**src/rtl/cam_orbit_ctrl.sv**
```systemverilog
// Per-frame camera orbit generator: Minsky sin/cos stepping plus shift-add radius scaling.
// Optional build macro CAM_ORBIT_RENORM_EN reloads (1.0, 0) whenever the angle index lands on 0.
module cam_orbit_ctrl #(
  parameter  int W           = 16,
  parameter  int FRAC        = 8,
  parameter  int SHIFT       = 6,
  parameter  int REV_STEPS   = 402,
  parameter  int RADIUS_W    = 8,
  parameter  int RADIUS_FRAC = 4,
  localparam int IDX_W       = $clog2(REV_STEPS)
) (
  input  logic                clk,
  input  logic                rst,
  input  logic                frame_sync,
  input  logic                enable,
  input  logic                dir,
  input  logic [1:0]          speed,
  input  logic [RADIUS_W-1:0] radius,
  output logic signed [W-1:0] cam_cos,
  output logic signed [W-1:0] cam_sin,
  output logic signed [W-1:0] cam_x,
  output logic signed [W-1:0] cam_z,
  output logic [IDX_W-1:0]    angle_idx,
  output logic                valid,
  output logic                busy,
  output logic                overrun
);

  localparam int AW = W + RADIUS_W;
  localparam int CW = $clog2(RADIUS_W + 1);
  localparam logic signed [W-1:0] ONE      = {{(W-1){1'b0}}, 1'b1} << FRAC;
  localparam logic [IDX_W-1:0]    IDX_LAST = IDX_W'(REV_STEPS - 1);
  localparam logic [CW-1:0]       MUL_LAST = CW'(RADIUS_W - 1);

  typedef enum logic [1:0] {IDLE, ROTATE, MUL, DONE} state_t;

  state_t                state, state_d;
  logic [1:0]            step_cnt;
  logic                  dir_q;
  logic [RADIUS_W-1:0]   rad_q;
  logic [CW-1:0]         mul_cnt;
  logic signed [AW-1:0]  acc_x, acc_z, mc_x, mc_z;
  logic signed [W-1:0]   c_step, s_step, c_next, s_next;
  logic [IDX_W-1:0]      idx_next;
  logic                  start;

  assign start = frame_sync && enable;
  assign busy  = (state != IDLE);

  // One Minsky step; the sine update uses the freshly computed cosine so the orbit stays closed.
  always_comb begin
    // NOTE: every combinational output gets a default first so no path leaves it unassigned (no latch).
    c_step   = dir_q ? cam_cos + (cam_sin >>> SHIFT) : cam_cos - (cam_sin >>> SHIFT);
    s_step   = dir_q ? cam_sin - (c_step >>> SHIFT)  : cam_sin + (c_step >>> SHIFT);
    idx_next = dir_q ? ((angle_idx == '0) ? IDX_LAST : angle_idx - 1'b1)
                     : ((angle_idx == IDX_LAST) ? '0 : angle_idx + 1'b1);
    c_next   = c_step;
    s_next   = s_step;
`ifdef CAM_ORBIT_RENORM_EN
    if (idx_next == '0) begin
      c_next = ONE;
      s_next = '0;
    end
`else
`endif
  end

  always_comb begin
    state_d = state;
    case (state)
      IDLE:    if (start) state_d = ROTATE;
      ROTATE:  if (step_cnt == 2'd0) state_d = MUL;
      MUL:     if (mul_cnt == MUL_LAST) state_d = DONE;
      DONE:    state_d = IDLE;
      default: state_d = IDLE;
    endcase
  end

  always_ff @(posedge clk) begin
    // NOTE: clocked state uses non-blocking assignment so all registers update from pre-edge values.
    if (rst) state <= IDLE;
    else     state <= state_d;
  end

  always_ff @(posedge clk) begin
    if (rst) begin
      cam_cos   <= ONE;
      cam_sin   <= '0;
      cam_x     <= '0;
      cam_z     <= '0;
      angle_idx <= '0;
      valid     <= 1'b0;
      overrun   <= 1'b0;
      step_cnt  <= '0;
      dir_q     <= 1'b0;
      rad_q     <= '0;
      mul_cnt   <= '0;
      acc_x     <= '0;
      acc_z     <= '0;
      mc_x      <= '0;
      mc_z      <= '0;
    end else begin
      valid <= 1'b0;
      if (start && state != IDLE) overrun <= 1'b1;
      case (state)
        IDLE: if (start) begin
          step_cnt <= speed;
          dir_q    <= dir;
          rad_q    <= radius;
        end
        ROTATE: begin
          cam_cos   <= c_next;
          cam_sin   <= s_next;
          angle_idx <= idx_next;
          step_cnt  <= step_cnt - 1'b1;
          if (step_cnt == 2'd0) begin
            // Multiplicands are taken from the final step's values, sign-extended.
            mc_x    <= {{RADIUS_W{c_next[W-1]}}, c_next};
            mc_z    <= {{RADIUS_W{s_next[W-1]}}, s_next};
            acc_x   <= '0;
            acc_z   <= '0;
            mul_cnt <= '0;
          end
        end
        MUL: begin
          if (rad_q[0]) begin
            acc_x <= acc_x + mc_x;
            acc_z <= acc_z + mc_z;
          end
          mc_x    <= mc_x <<< 1;
          mc_z    <= mc_z <<< 1;
          rad_q   <= rad_q >> 1;
          mul_cnt <= mul_cnt + 1'b1;
        end
        DONE: begin
          cam_x <= W'(acc_x >>> RADIUS_FRAC);
          cam_z <= W'(acc_z >>> RADIUS_FRAC);
          valid <= 1'b1;
        end
        default: ;
      endcase
    end
  end

endmodule

```
**config.mk**
```make
export PLATFORM = sky130hd
export DESIGN_NAME = cam_orbit_ctrl
export DESIGN_NICKNAME = d
export VERILOG_FILES = /design/src/rtl/cam_orbit_ctrl.sv
export SDC_FILE = /design/constraint.sdc
export NUM_CORES = 1
export LEC_CHECK = 0
export ABC_AREA = 1
export BUFFER_PORTS_ARGS = -buffer_cell sky130_fd_sc_hd__buf_2
export CAP_MARGIN = 20
export CORE_MARGIN = 4
export CORE_UTILIZATION = 67
export CTS_BUF_LIST = sky130_fd_sc_hd__clkbuf_8
export CTS_CLUSTER_DIAMETER = 80
export DETAILED_ROUTE_END_ITERATION = 6
export PLACE_DENSITY = 0.88
export SYNTH_ARGS = -nofsm -noshare
export SYNTH_HDL_FRONTEND = slang
export SYNTH_SLANG_ARGS = --single-unit
```
**constraint.sdc**
```tcl
create_clock -name clk -period 11.25 [get_ports clk]
set_clock_uncertainty 0.1 [all_clocks]
set_input_delay 2.25 -clock clk [delete_from_list [all_inputs] [get_ports clk]]
set_output_delay 2.25 -clock clk [all_outputs]
set_load 0.02 [all_outputs]
```
==> flow_metrics.py <==
metrics = {
    "cells_and_area": {
        "fillers": 1375,
        "fin_cells": 1889,
        "fin_nets": 1760,
        "drive_gt1_share_pct": 10.5,
        "area_delta_synth_final_pct": 8.65,
        "antennaDiodeCount": 0,
        "multi_input_area_mm2": 0.00658,
        "regArea_mm2": 0.00344,
    },
    "clock_network": {
        "root_buffer": "clkbuf_8",
        "cts_tree": "yes",
        "clkLatencyLatePin_ps": 470,
        "htreeDepth": 4,
        "cts.repair.resized": 0,
        "clk_path_buf_depth": 2,
        "holdBufCountCts": 0,
        "post-cts-setup-buffers": 0,
        "cts.reportedPaths.clkPinSlew_ps": 90,
        "cts.sinks": 172,
        "cts_made_buffers": 17,
    },
    "floorplan": {
        "die_x_um": 135,
        "die_y_um": 135,
        "dieArea_mm2": 0.0183,
        "io_pins": 91,
        "rows": 46,
        "core_area_mm2": 0.0159,
        "initial_core_util_pct": 68.4,
    },
    "yosys": {
        "synth_fa_ha_area_share_pct": 10.1,
        "synth_xor_xnor_area_share_pct": 3.31,
        "ys_seq_area_share_pct": 31.7,
        "synth_edf_count": 0,
        "synth_cells": 1602,
        "ys.flop_type": "dfxtp_1",
        "ys_async_sr_fraction_pct": 0,
        "netlist_area_mm2": 0.0109,
        "synth_seq_cells": 172,
        "muxShareOfSynthArea_pct": 0,
        "synth.distinct_cells": 48,
        "synthSimpleGateAreaFrac_pct": 24.5,
        "syn_nets": 1702,
        "yosys_warnings": 0,
        "synth_top_family_by_area": "simple AND/OR/NAND/NOR gates",
        "synth_compound_area_share_pct": 22.7,
        "postSynthAreaPerCell_um2": 6.78,
    },
    "routing": {
        "drtIter0Drc": 920,
        "ant_nets": 0,
        "wire_per_inst_um": 15.4,
        "drc_errors": 0,
        "vias_per_cell": 5.80,
        "drt_first_pass_iters": 6,
        "vias": 11000,
        "finalWirelength_mm": 29.1,
    },
    "worst_setup_path": {
        "path_buf_inv": 2,
        "worstRegToRegCells": 25,
        "endpoint_kind": "register",
        "path_depth": 25,
        "crit_fanout": 18,
        "cpMostUsedCell": "nand2_1",
        "crit_family": "compound AO/OA/AOI/OAI gates",
        "critPathMaxStageDelay_ps": 780,
        "cp.arrival_ps": 5890,
        "critical_path_required_ps": 11470,
        "start_kind": "register",
        "crit_path_top_delay_cell": "dfxtp_1",
        "worstSetupPathType": "reg2reg",
    },
    "global_routing": {
        "antenna_found_initial": 0,
        "gr-total-overflow": 0,
        "grt_max_degree": 54,
        "grt_pass1_vias": 9953,
        "grt_first_pass_wirelength_mm": 47.9,
        "grt_use_total_pct": 31.8,
    },
    "sta": {
        "finalCritPeriodShare_pct": 50.3,
        "fmax_ghz": 0.177,
        "maxSlewViolCount": 0,
        "worstMarginPinSlew_ps": 800,
        "rsz0062_at_grt": "false",
        "setup_viol_count_final": 0,
        "slew-limit-headroom_pct": 46.7,
        "finalHoldViolCount": 0,
        "tns_ps": 0,
        "period_needed_ps": 5660,
    },
    "worst_hold_path": {
        "hp-class": "reg2reg",
        "min_path_cells": 2,
    },
    "job": {
        "drv_cap": 0,
    },
    "placement": {
        "dp_cells": 1856,
        "portBuffers": 90,
        "gp_congestion": 0.996,
        "dp_hpwl_mm": 21.2,
    },
    "run_status": {
        "status": "finished, final reports clean",
    },
}
routing by layer:
layer / wire length (um) / vias up / track usage, %
li1: - / 5496 / -
met4: 680 / 0 / 10.1
met3: 2150 / 61 / 5.20
met2: 13300 / 402 / 51.2
met5: 0 / - / 0
met1: 13000 / 5001 / 43.8
synth_stat cells (4+ instances only):
master | instances | area (um^2)
o211ai_1 | 24 | 180
nand2_1 | 320 | 1200
ha_1 | 81 | 1010
nor3_1 | 14 | 70.1
nand3b_1 | 4 | 30.0
dfxtp_1 | 172 | 3440
nand3_1 | 66 | 330
nor4_1 | 4 | 25.0
nand3_2 | 4 | 40.0
a21oi_2 | 5 | 43.8
fa_1 | 4 | 80.1
o21ai_0 | 161 | 806
buf_2 | 6 | 30.0
a31oi_1 | 18 | 113
or2_2 | 13 | 81.3
a21o_1 | 11 | 82.6
xnor2_1 | 6 | 52.6
o31ai_1 | 6 | 45.0
nor2_1 | 176 | 661
clkbuf_1 | 53 | 199
nand4_1 | 14 | 87.6
inv_1 | 155 | 582
xor2_1 | 30 | 263
a21oi_1 | 210 | 1050
nand2_2 | 9 | 56.3
worst reg2reg max path, cell delays in order (launching register included):
cell and delay (ps):
dfxtp_1 780, clkinv_1 670, o21ai_0 350, xnor2_1 190, ha_1 310, nand2_1 140
inv_1 50, nand2_1 130, nand2_1 80, nand2_1 80, nand4_1 70, nand2_1 180
nand2_1 120, nor2_4 160, nor2_1 70, a21oi_1 190, xor2_1 210, ha_1 310
a21o_1 220, a21oi_1 110, nand2_1 90, a21boi_0 300, o21ai_0 180, xor2_1 170
o21ai_0 170, a21oi_1 80
flip-flops by register name, indices dropped and copies added (netlist names):
register	flops
cam_x	16
valid	1
overrun	1
dir_q	1
acc_x	20
mc_x	20
mc_z	20
cam_sin	16
cam_z	16
state	2
mul_cnt	4
step_cnt	2
cam_cos	16
acc_z	20
angle_idx	9
rad_q	8
layout by cell type (no fill, tap or decap), types with 11 or more instances in the layout:
| cell type | Yosys | layout |
|---|---|---|
| nor2_1 | 176 | 176 |
| nand4_1 | 14 | 14 |
| o211ai_1 | 24 | 24 |
| xor2_1 | 30 | 30 |
| nor3_1 | 14 | 14 |
| nand2_1 | 320 | 320 |
| or2_2 | 13 | 13 |
| inv_1 | 155 | 156 |
| a21oi_1 | 210 | 210 |
| buf_4 | 1 | 11 |
| a21o_1 | 11 | 11 |
| clkbuf_8 | 0 | 18 |
| o21ai_0 | 161 | 161 |
| a31oi_1 | 18 | 18 |
| ha_1 | 81 | 81 |
| nand3_1 | 66 | 66 |
| dfxtp_1 | 172 | 172 |
| buf_2 | 6 | 90 |
path summary, 6_finish.rpt:
check | to | slack (ps) | start
max | mc_z[12] | 5590 | dir_q
min | rad_q[3] | 370 | rad_q[4]
max reg2reg | mc_z[12] | 5590 | dir_q
min reg2reg | rad_q[3] | 370 | rad_q[4]
stage by stage:
stage	util (%)	hold slack [ps]	instance area (um^2)	setup slack (ps)
after floorplan	-	339	10900	6590
after CTS	74.2	371	11800	5640
after detailed placement	71.9	361	11400	5800
final	74.3	368	11800	5590
after global placement	71.9	344	11400	5880
after global routing	74.3	391	11800	4940
layout make-up:
type / instances / area share [%]
Clock buffer: 18 / 2.10
Clock inverter: 14 / 0.997
Inverter: 159 / 5.06
Multi-Input combinational cell: 1208 / 55.7
Sequential cell: 172 / 29.2
Tap cell: 216 / 2.29
Timing Repair Buffer: 102 / 4.64
cells by family (layout without fill, tap and decap cells):
logic type / Yosys count / in the layout
and+or+nand+nor: 632 / 632
buffers and inverters: 222 / 293
AOI/OAI and AO/OA: 453 / 453
xor gates and xnor gates: 38 / 38
DFF: 172 / 172
adders and majority gates: 85 / 85
Power is left out: the tool's default activity adds up to more than one toggle a clock period on the data nets, which glitch-free logic cannot reach.
